`src/rtl/cache_refill_ctrl_pkg.sv`:
```
`default_nettype none
// ============================================================================
// Module      : cache_refill_ctrl_pkg
// Description : Shared cache definitions: default widths, derived address and
//               line sizes, and the refill controller state encoding.
// Revision    : 1.0 - initial release
// ============================================================================
package cache_refill_ctrl_pkg;

    // Default geometry: 32-bit words, 4-word lines, 32 sets, 5-bit tags.
    localparam int DEF_DATA_WIDTH   = 32;
    localparam int DEF_OFFSET_WIDTH = 2;
    localparam int DEF_INDEX_WIDTH  = 5;
    localparam int DEF_TAG_WIDTH    = 5;

    // Word address is {tag, index, offset}.
    function automatic int addr_width(input int tag_w, input int index_w, input int offset_w);
        return tag_w + index_w + offset_w;
    endfunction

    // Number of words in one cache line.
    function automatic int line_width(input int offset_w);
        return 1 << offset_w;
    endfunction

    localparam int DEF_ADDR_WIDTH = addr_width(DEF_TAG_WIDTH, DEF_INDEX_WIDTH, DEF_OFFSET_WIDTH);
    localparam int DEF_LINE_WIDTH = line_width(DEF_OFFSET_WIDTH);

    // Controller state encoding.
    localparam logic [1:0] ST_IDLE    = 2'd0;
    localparam logic [1:0] ST_LOOKUP  = 2'd1;
    localparam logic [1:0] ST_MEM_REQ = 2'd2;
    localparam logic [1:0] ST_REFILL  = 2'd3;

    typedef enum logic [1:0] {
        IDLE    = ST_IDLE,
        LOOKUP  = ST_LOOKUP,
        MEM_REQ = ST_MEM_REQ,
        REFILL  = ST_REFILL
    } state_e;

endpackage
`default_nettype wire

```
`src/rtl/cache_refill_ctrl.sv`:
```
`default_nettype none
// ============================================================================
// Module      : cache_refill_ctrl
// Description : Blocking read controller for a direct-mapped cache. Hits are
//               answered from the store; misses fetch the whole line as a
//               burst, write it into the store and return the requested word.
// Revision    : 1.0 - initial release
// ============================================================================
module cache_refill_ctrl
    import cache_refill_ctrl_pkg::*;
#(
    parameter  int DATA_WIDTH   = DEF_DATA_WIDTH,
    parameter  int OFFSET_WIDTH = DEF_OFFSET_WIDTH,
    parameter  int INDEX_WIDTH  = DEF_INDEX_WIDTH,
    parameter  int TAG_WIDTH    = DEF_TAG_WIDTH,
    localparam int ADDR_WIDTH   = addr_width(TAG_WIDTH, INDEX_WIDTH, OFFSET_WIDTH)
) (
    input  logic                      clk,
    input  logic                      rst,
    // CPU side
    input  logic                      req_valid,
    input  logic [ADDR_WIDTH-1:0]     req_addr,
    output logic                      req_ready,
    output logic                      resp_valid,
    output logic [DATA_WIDTH-1:0]     resp_data,
    // Cache store lookup
    output logic [INDEX_WIDTH-1:0]    cache_rd_index,
    output logic [OFFSET_WIDTH-1:0]   cache_rd_offset,
    output logic [TAG_WIDTH-1:0]      cache_rd_tag,
    input  logic                      cache_rd_hit,
    input  logic [DATA_WIDTH-1:0]     cache_rd_data,
    // Cache store refill
    output logic [INDEX_WIDTH-1:0]    cache_wr_index,
    output logic [OFFSET_WIDTH-1:0]   cache_wr_offset,
    output logic [TAG_WIDTH-1:0]      cache_wr_tag,
    output logic [DATA_WIDTH-1:0]     cache_wr_data,
    output logic [DATA_WIDTH/8-1:0]   cache_wr_sel,
    output logic                      cache_wr_en,
    output logic                      cache_wr_new,
    // Memory bus
    output logic                      mem_req_valid,
    input  logic                      mem_req_ready,
    output logic [ADDR_WIDTH-1:0]     mem_req_addr,
    input  logic                      mem_rsp_valid,
    input  logic [DATA_WIDTH-1:0]     mem_rsp_data
);

    localparam logic [OFFSET_WIDTH-1:0] LAST_BEAT = '1;

    state_e                  state_q, state_d;
    logic [ADDR_WIDTH-1:0]   addr_q, addr_d;
    logic [OFFSET_WIDTH-1:0] beat_q, beat_d;
    logic                    resp_valid_q, resp_valid_d;
    logic [DATA_WIDTH-1:0]   resp_data_q, resp_data_d;

    logic [OFFSET_WIDTH-1:0] addr_offset;
    logic [INDEX_WIDTH-1:0]  addr_index;
    logic [TAG_WIDTH-1:0]    addr_tag;

    assign addr_offset = addr_q[OFFSET_WIDTH-1:0];
    assign addr_index  = addr_q[OFFSET_WIDTH +: INDEX_WIDTH];
    assign addr_tag    = addr_q[OFFSET_WIDTH+INDEX_WIDTH +: TAG_WIDTH];

    // Store and memory addresses always follow the latched request.
    assign cache_rd_index  = addr_index;
    assign cache_rd_offset = addr_offset;
    assign cache_rd_tag    = addr_tag;
    assign cache_wr_index  = addr_index;
    assign cache_wr_tag    = addr_tag;
    assign cache_wr_offset = beat_q;
    assign cache_wr_data   = mem_rsp_data;
    assign cache_wr_sel    = '1;
    assign mem_req_addr    = {addr_tag, addr_index, {OFFSET_WIDTH{1'b0}}};
    assign resp_valid      = resp_valid_q;
    assign resp_data       = resp_data_q;

    // State, latched address, beat counter and registered response.
    always_ff @(posedge clk) begin
        if (rst) begin
            state_q      <= IDLE;
            addr_q       <= '0;
            beat_q       <= '0;
            resp_valid_q <= 1'b0;
            resp_data_q  <= '0;
        end else begin
            state_q      <= state_d;
            addr_q       <= addr_d;
            beat_q       <= beat_d;
            resp_valid_q <= resp_valid_d;
            resp_data_q  <= resp_data_d;
        end
    end

    // Next-state logic and handshake/write strobes.
    always_comb begin
        state_d       = state_q;
        addr_d        = addr_q;
        beat_d        = beat_q;
        resp_valid_d  = 1'b0;
        resp_data_d   = resp_data_q;
        req_ready     = 1'b0;
        mem_req_valid = 1'b0;
        cache_wr_en   = 1'b0;
        cache_wr_new  = 1'b0;

        unique case (state_q)
            IDLE: begin
                req_ready = 1'b1;
                if (req_valid) begin
                    addr_d  = req_addr;
                    state_d = LOOKUP;
                end
            end
            LOOKUP: begin
                if (cache_rd_hit) begin
                    resp_data_d  = cache_rd_data;
                    resp_valid_d = 1'b1;
                    state_d      = IDLE;
                end else begin
                    state_d = MEM_REQ;
                end
            end
            MEM_REQ: begin
                mem_req_valid = 1'b1;
                if (mem_req_ready) begin
                    beat_d  = '0;
                    state_d = REFILL;
                end
            end
            REFILL: begin
                // Idle bus cycles simply hold everything.
                if (mem_rsp_valid) begin
                    cache_wr_en = 1'b1;
                    beat_d      = beat_q + 1'b1;
                    if (beat_q == addr_offset) begin
                        resp_data_d = mem_rsp_data;
                    end
                    // Tag/valid are set only once the full line is written.
                    if (beat_q == LAST_BEAT) begin
                        cache_wr_new = 1'b1;
                        resp_valid_d = 1'b1;
                        state_d      = IDLE;
                    end
                end
            end
            default: begin
                state_d = IDLE;
            end
        endcase
    end

endmodule
`default_nettype wire
```
`config.mk`:
```
export PLATFORM = sky130hd
export DESIGN_NAME = cache_refill_ctrl
export DESIGN_NICKNAME = d
export VERILOG_FILES = /design/src/rtl/cache_refill_ctrl_pkg.sv /design/src/rtl/cache_refill_ctrl.sv
export SDC_FILE = /design/constraint.sdc
export NUM_CORES = 1
export LEC_CHECK = 0
export CAP_MARGIN = 20
export CORE_MARGIN = 4
export CORE_UTILIZATION = 36
export DETAILED_ROUTE_END_ITERATION = 6
export PLACE_DENSITY_LB_ADDON = 0.08
export SLEW_MARGIN = 15
export SYNTH_ARGS = -nofsm -noshare
export SYNTH_HDL_FRONTEND = slang
export SYNTH_SLANG_ARGS = --single-unit
```
`constraint.sdc`:
```
create_clock -name clk -period 1.5 [get_ports clk]
set_input_delay 0.15 -clock clk [delete_from_list [all_inputs] [get_ports clk]]
set_output_delay 0.15 -clock clk [all_outputs]
set_load 0.02 [all_outputs]
```
==> flow_metrics.env <==
export IMPL_status="completed"
export IMPL_async_reset_ff_share_pct=0
export IMPL_io_buffer_count=184
export IMPL_grt_overflow=0
export IMPL_startpoint_type="flip-flop"
export IMPL_yosysUniqueCellTypes=27
export IMPL_cts_sinks=49
export IMPL_root_buffer="clkbuf_8"
export IMPL_vias_per_cell=4.979
export IMPL_clock_path_buffers=2
export IMPL_synth_ff_type="dfxtp_1"
export IMPL_yosysMostFrequentCell="buf_4"
export IMPL_fin_skew_ns=0.006353
export IMPL_p_leak_nw=1.813
export IMPL_rows=31
export IMPL_nets=552
export IMPL_dpl_hpwl_mm=6.391
export IMPL_syn2layout_area_growth_pct=65.69
export IMPL_cp_max_fo=10
export IMPL_clk_latency_ns=0.30
export IMPL_netlist_area_sq_um=2815
export IMPL_maxCapViolCount=0
export IMPL_synth_common_cells="buf_4 (61), nand2_1 (59), dfxtp_1 (49)"
export IMPL_timing_hold_violations_final=0
export IMPL_core_region_area_sq_um=7408
export IMPL_clk_pin_slew_worst_paths_ns=0.08
export IMPL_vias=2833
export IMPL_ios=191
export IMPL_design_area_sq_um=4664
export IMPL_avgSynthCellArea_sq_um=8.429
export IMPL_postRouteAntennaNets=0
export IMPL_drive_gt1_share_pct=16.38
export IMPL_htreeDepth=2
export IMPL_ys_ff_latch=49
export IMPL_synth_top_area_share_pct=34.84
export IMPL_ys_seq_area_share_pct=34.84
export IMPL_end_kind="flip-flop"
export IMPL_drc=0
export IMPL_grt_pass1_vias=2647
export IMPL_crit_chain="and2_1 > o21a_2 > and2_4 > clkbuf_16 > a311oi_2"
export IMPL_die_x_microns=96.43
export IMPL_period_share_pct=96.81
export IMPL_cts_tree="yes"
export IMPL_fin_cells=569
export IMPL_grt_max_degree=50
export IMPL_ir_drop_v=0.0003417
export IMPL_p_per_area_nw_per_um2=731.7
export IMPL_grt_first_pass_wirelength_mm=13.03
export IMPL_start_util_pct=38.00
export IMPL_die_area_sq_um=9299
export IMPL_routabilityCongestion=0.7982
export IMPL_track_usage_pct=17.75
export IMPL_arrival_ns=1.66
export IMPL_reg2reg_depth=5
export IMPL_critPathKind="flip-flop to flip-flop"
export IMPL_synth_edf_count=0
export IMPL_drt_iter0_markers=82
export IMPL_synth_area_leaders="dfxtp_1 (35%), buf_4 (16%), a311oi_2 (16%)"
export IMPL_period_needed_ns=1.452
export IMPL_max_stage_delay_ns=0.38
export IMPL_setup_viol=0
export IMPL_hold_class="primary input to flip-flop"
export IMPL_min_delay_path_depth=3
export IMPL_fillers=656
export IMPL_dr_pass1_iters=4
export IMPL_wl_per_cell_microns=16.29
export IMPL_placed_cell_area_sq_um=4438
export IMPL_diodes=0
export IMPL_crit_required_ns=1.71
export IMPL_yosysTopAreaCell="dfxtp_1"
export IMPL_placed_cells=556
export IMPL_fp_dieH_microns=96.43
export IMPL_synth_cells=334
export IMPL_final_max_slew_viol_count=0
export IMPL_max_freq_ghz=0.6886
export IMPL_yosysWarnings=0
export IMPL_cts_buffers=5
export IMPL_crit_path_top_delay_cell="dfxtp_4"
export IMPL_drt_total_wl_mm=9.270
export IMPL_antenna_found_initial=0
[sequential cells by signal, indices dropped and copies added, names as in the netlist, named ones only]
name,cells
state_q,1
resp_data,32
addr_q,12
cache_wr_offset,2
resp_valid,1
[worst paths after layout]
check	from	endpoint	slack (ns)
min reg2reg	addr_q[9]	addr_q[9]	0.48
min	rst	flip-flop	0.32
max	flip-flop	resp_data[27]	0.05
max reg2reg	flip-flop	resp_data[27]	0.05
[area by class of cell]
class	count	area, sq um	share of cell area, %
clock buffers	8	80.08	1.717
repair buffers	211	2158	46.27
multi-input cells	201	1306	28.00
well taps	99	123.9	2.656
inverters	1	3.754	0.08047
flip-flops and latches	49	992.2	21.27
[per-stage QoR]
step	setup WS (ns)	hold WS (ns)	power [mW]	setup TNS (ns)	util, %
4_1_cts	0.009865	0.3160	3.429	0	60.95
6_report	0.04782	0.3205	3.413	0	62.96
5_1_grt	-0.01485	0.3449	3.576	-0.03720	62.96
3_5_place_dp	-0.2429	0.4785	2.674	-6.794	59.91
2_1_floorplan	0.01545	0.2860	2.133	0	-
3_3_place_gp	-0.1906	0.4665	2.661	-5.701	59.91
[repair_timing]
action	CTS	global route
gates resized for setup	10	28
setup endpoints to repair	38	40
hold buffers	0	0
pin swaps	0	4
cloned	0	4
buffers inserted	0	1
[per-layer routing]
layer | track usage [%] | share of wire, %
met2 | 30.19 | 48
met4 | 5.607 | 1.3
met1 | 21.82 | 41
met3 | 4.725 | 9.4
met5 | 0 | 0
[where the power goes]
group / switching (mW) / leakage, nW / internal [mW]
clock network: 0.413 / 0.0395 / 0.332
registers: 0.0579 / 0.403 / 1.38
logic: 0.592 / 1.37 / 0.636
[cell families after synthesis]
group | share of synthesized area (%)
mux | 0.4000
xor+xnor | 0.6223
simple gates | 16.40
compound gates | 26.62
fa+ha+maj | 0.4444
buf+inv | 20.40
flops | 34.84
other cells | 0.2668
[critical path, delay by kind of cell, from the launching register on]
kind | cells | cell delay, ns
compound gates | 2 | 0.46
buf+inv | 1 | 0.18
flops | 1 | 0.38
simple gates | 2 | 0.34
[cell usage in the layout, fill, tap and decap left out, types with 3 or more instances in the layout]
master	n
clkbuf_1	3
dfxtp_1	44
conb_1	6
nand2_1	59
buf_12	5
a21oi_1	46
nand3_1	33
dfxtp_2	3
nor2_1	6
clkbuf_8	5
dlygate4sd2_1	5
buf_6	4
dlymetal6s2s_1	8
buf_4	15
buf_2	3
a311oi_2	32
clkdlybuf4s50_1	169
Note: power is estimated with default switching activity, not from simulation.
==> variant 1 (config.mk and constraints unchanged) <==
Take the reset off `addr_q` and `resp_data_q` and load them in a clocked block of their own.
--- a/src/rtl/cache_refill_ctrl.sv
+++ b/src/rtl/cache_refill_ctrl.sv
@@ -79,15 +79,16 @@
         if (rst) begin
             state_q      <= IDLE;
-            addr_q       <= '0;
             beat_q       <= '0;
             resp_valid_q <= 1'b0;
-            resp_data_q  <= '0;
         end else begin
             state_q      <= state_d;
-            addr_q       <= addr_d;
             beat_q       <= beat_d;
             resp_valid_q <= resp_valid_d;
-            resp_data_q  <= resp_data_d;
         end
+    end
+
+    always_ff @(posedge clk) begin
+        addr_q      <= addr_d;
+        resp_data_q <= resp_data_d;
     end
 
Behaviour: not the same (Yosys sat finds a counterexample within 4 cycles, from zero or initial values and one cycle with rst high).
==> variant 1 against the original RTL <==
  * Sequential share of layout area grew 12 points
  * Wire length shrank 37%
  * Largest power group unchanged
  * Synthesized area shrank 8.8%
  * Worst hold slack gained 88 ps
  * Utilization shrank 0.52 points
  * Clock power shrank 3.8%
  * Total power shrank 6.9%
  * Synthesized cell count shrank 47%
  * Critical path depth shrank 4
  * Count of clock-buffer cells in the layout shrank 1
  * Sequential cell count is the same
  * Maximum frequency grew 1.1%
  * Cell area shrank 8.0%
  * Setup slack gained 16 ps
==> variant 1: results (changes against the original RTL) <==
- Slowest cell on the critical path: clkdlybuf4s50_1
- TritonCTS Buffers: 5 (unchanged)
- Non-filler cells, final: 416 (-27%)
- Nets@finish: 402 (-27%)
- Top_reg_cell synth: edfxtp_1
- Pin count of the biggest net entering global routing: 29 (-42%)
- First-pass GRT wire length: 8307 um (-36%)
- Per-cell routed wire length: 14.12 um (-13%)
- Top cells by area, synth: edfxtp_1, buf_4, mux2_4, dfxtp_1, buf_6
- Crit path DAT: 1290 ps (-370 ps)
- HPWL after DPL: 4876 um (-24%)
- DRC violations left: 0 (unchanged)
- Delay-heaviest family, CP: buffers and inverters
- Mapped Cells: 176 (-47%)
- Adder-cell area share of the yosys netlist: 0.4873% (+0.043 points)
- Reg clk slew, reported paths: 80 ps (about the same)
- Warnings, synthesis: 0 (unchanged)
- Worst-skew pair later-pin latency: 290 ps
- Flip-flop count of the largest register after layout: 32 (unchanged)
- Vias per cell: 4.228 (-15%)
- Placed cells: 408 (-27%)
- Outcome: complete, no violations
- Post-Synth XOR/XNOR Area: 0.6823% (+0.060 points)
- H-tree depth: 2 (unchanged)
- Max clock buf depth: 2 (unchanged)
- N_diodes: 0 (unchanged)
- Layout Skew: 8.862 ps (+2.510 ps)
- Ys async rst share: 0% (unchanged)
- Maximum vdd drop: 0.0003869 V (+13%)
- Post-synth top cells: buf_4, edfxtp_1, mux2_4
- Clk root buf: clkbuf_8
- Initial DRT Pass Iterations: 6 (+2)
- Layout cells sized above 1: 16.25% (-0.13 points)
- Critical path's largest stage delay: 620 ps (+240 ps)
- Leakage power: 1.710 nW (-5.6%)
- Register area share after synthesis: 55.36% (+21 points)
- Drt first-iter violations: 44 (-46%)
- Unique masters post-synth: 25 (-7.4%)
- Worst-path maximum fanout: 3 (-7)
- Initial antenna violation count: 0 (unchanged)
- Post-synthesis mux area share: 18.27% (+18 points)
- EDFF count, synth: 44 (+44)
- Synth Area in Compound Gates: 1.998% (-25 points)
- Routability cong.: 0.7928 (-0.68%)
- HP Class: in -> reg
- Port Buffer Count: 184 (unchanged)
- GRT Total Usage: 12.60% (-5.2 points)
- Sw frac: 24.47% (-6.7 points)
## variant 1: cells by family (layout without fill, tap and decap cells)
group	Yosys count	count (layout)
buf+inv	63	203
flops	49	49
mux	32	32
simple gates	19	19
compound gates	8	8
other cells	2	6
xor+xnor	2	2
fa+ha+maj	1	1
## variant 1: cell type report
| class | instances | area (um2) |
|---|---|---|
| clock buffer | 7 | 76.32 |
| clock inverter | 1 | 5.005 |
| fill | 568 | 2580 |
| multi-input combinational | 68 | 698.2 |
| sequential | 49 | 1421 |
| tap | 96 | 120.1 |
| timing repair buffer | 195 | 1968 |
## variant 1: per-layer routing
metal  global-route usage, %  wire length (um)  part of all wire [%]  vias up
met5                       0                 0                     0        -
met4                   3.342                54                  0.92        0
met3                   6.011               647                    11        5
met2                   23.75              3127                    53      100
met1                   12.13              2045                    35      803
li1                        -                 -                     -      851
## variant 1: per-stage QoR
stage / total power, mW / instance area (um2) / worst slack (ps)
2_1_floorplan: 2.086 / 2599 / 0.2011
3_3_place_gp: 2.500 / 4202 / -113.3
3_5_place_dp: 2.506 / 4202 / -128.9
4_1_cts: 3.223 / 4275 / 27.36
5_1_grt: 3.319 / 4289 / 5.761
6_report: 3.176 / 4289 / 63.87
## variant 1: worst paths after layout
check                                        start            endpoint  slack (ps)  cells after the start
worst max-delay path                     addr_q[4]   cache_wr_index[2]          60                      1
worst min-delay path                   req_addr[2]           addr_q[2]         410                      1
worst max register to register           flip-flop       resp_data[28]         120                      4
worst min register to register  cache_wr_offset[1]  cache_wr_offset[1]         630                      3
## variant 1: power by group through the flow
stage | Clock, mW | Sequential [mW] | Combinational (mW)
after floorplan | 0 | 1.69 | 0.396
after global placement | 0 | 1.62 | 0.882
after detailed placement | 0 | 1.62 | 0.886
after CTS | 0.749 | 1.59 | 0.885
after global routing | 0.809 | 1.60 | 0.915
final | 0.717 | 1.59 | 0.872
## variant 1: timing repair
action	CTS	global route
setup endpoints to repair	6	6
gates cloned	0	0
setup buffers	0	0
endpoints found under the hold margin	0	0
gates resized for setup	6	6
==> variant 2 (same settings) <==
Made on the original files. Set the package constant `DEF_TAG_WIDTH` to 10 (it was 5).
--- a/src/rtl/cache_refill_ctrl_pkg.sv
+++ b/src/rtl/cache_refill_ctrl_pkg.sv
@@ -12,5 +12,5 @@
     localparam int DEF_OFFSET_WIDTH = 2;
     localparam int DEF_INDEX_WIDTH  = 5;
-    localparam int DEF_TAG_WIDTH    = 5;
+    localparam int DEF_TAG_WIDTH    = 10;
 
     // Word address is {tag, index, offset}.
Interface: changed (resized cache_rd_tag, cache_wr_tag, mem_req_addr and req_addr); port bits go from 191 to 211. The function was not compared with the original's and may differ.
==> variant 2 against the original RTL <==
  * Sequential cell count up 5
  * Setup slack worse by 1.5 ps
  * Total power up 10%
  * Wire length up 7.7%
  * Cell area up 11%
  * Sequential power up 9.7%
  * Synthesized area up 9.0%
  * Largest cell class unchanged
==> variant 2: results (changes against the original RTL) <==
- Top cells by area, synth: dfxtp_1, buf_4, a311oi_2, nand2_1, a21oi_1
- TritonCTS Buffers: 5 (unchanged)
- Unique masters post-synth: 27 (unchanged)
- Per-cell routed wire length: 16.27 um (-0.16%)
- Placed cells: 604 (+8.6%)
- Crit path kind: reg -> reg
- Worst-skew pair later-pin latency: 300 ps (about the same)
- Crit path DAT: 1640 ps (-20 ps)
- Layout cells sized above 1: 15.52% (-0.86 points)
- M1 GR Usage: 21.52% (-0.30 points)
- Post-Place Worst Slack: -239.9 ps (+3.071 ps)
- P_int: 2.589 mW (+10%)
- Worst setup endpoint: resp_data[24]
- Reg clk slew, reported paths: 100 ps (+20 ps)
- Metal-1 WL: 4058 um (+7.2%)
- Routability cong.: 0.7693 (-3.6%)
- WL final: 9987 um (+7.7%)
- Ys async rst share: 0% (unchanged)
- First-pass GRT wire length: 14860 um (+14%)
- Drt first-iter violations: 37 (-55%)
- Leakage power: 2.410 nW (+33%)
- Initial DRT Pass Iterations: 4 (unchanged)
- Max clock buf depth: 2 (unchanged)
- Outcome: complete, no violations
- GR Util met2: 31.96% (+1.8 points)
- Adder-cell area share of the yosys netlist: 0.4078% (-0.037 points)
- Warnings, synthesis: 0 (unchanged)
- Register area share after synthesis: 35.24% (+0.39 points)
- Fin. Hold Viols: 0 (unchanged)
- Mapped Cells: 366 (+9.6%)
- Top_reg_cell synth: dfxtp_1
- Post-synthesis mux area share: 0.3670% (-0.033 points)
- FF-to-FF setup slack: 50 ps
- HPWL after DPL: 7299 um (+14%)
- Setup repair bufs after CTS: 0 (unchanged)
- Worst-path maximum fanout: 6 (-4)
- Critical hold path startpoint: rst
- Pin count of the biggest net entering global routing: 33 (-34%)
- Placed inst area: 4836 um2 (+9.0%)
- Layout Skew: 10.77 ps (+4.418 ps)
- Synth Area in Compound Gates: 25.24% (-1.4 points)
- Post-synth top cells: nand2_1, buf_4, dfxtp_1
- WL met2: 4975 um (+11%)
- Vias: 2983 (+5.3%)
- GRT Total Usage: 18.14% (+0.39 points)
- Port Buffer Count: 204 (+11%)
- Maximum vdd drop: 0.0003529 V (+3.3%)
- Met3 usage: 5.629% (+0.90 points)
- Met3 WL: 861 um (-1.0%)
- Post-Synth XOR/XNOR Area: 0.5710% (-0.051 points)
- Maximum clock rate: 687.9 MHz (-0.10%)
==> variant 2: logic make-up (layout without fill, tap and decap cells) <==
family,Yosys count,after routing
buf+inv,100,239
simple gates,116,116
xor+xnor,2,2
fa+ha+maj,1,1
compound gates,90,90
mux,1,1
flops,54,54
other cells,2,6
==> variant 2: final cells by class <==
type	count	area (um2)
well taps	105	131.4
inverters	1	3.754
repair buffers	232	2470
fillers	754	3102
flip-flops and latches	54	1092
multi-input cells	216	1376
clock buffers	6	82.58
==> variant 2: critical path: stages (launching register included) <==
cell and delay [ps]:
dfxtp_2 370, xor2_4 190, o21ai_4 230, and2_4 290
clkbuf_16 190, a311oi_2 80
==> variant 2: how the worst min path moves through the flow <==
stage / endpoint / slack (ps) / cells after the start
after global routing: addr_q[13] / 220 / 2
after detailed placement: addr_q[1] / 480 / 2
after CTS: addr_q[4] / 210 / 2
after floorplan: addr_q[0] / 290 / 2
after global placement: addr_q[12] / 470 / 2
final: addr_q[15] / 210 / 2
==> variant 2: power by group through the flow <==
stage / Sequential, mW / Clock (mW) / Combinational (mW)
2_1_floorplan: 1.72 / 0 / 0.646
3_3_place_gp: 1.62 / 0 / 1.34
3_5_place_dp: 1.62 / 0 / 1.35
4_1_cts: 1.59 / 0.842 / 1.35
5_1_grt: 1.60 / 0.915 / 1.46
6_report: 1.58 / 0.818 / 1.37
==> variant 2: timing repair <==
action | in CTS | in global routing
endpoints found under the hold margin | 0 | 0
gates cloned | 0 | 4
hold buffers | 0 | 0
endpoints found under the setup margin | 6 | 77
pin swaps | 0 | 5
gates resized for setup | 13 | 53
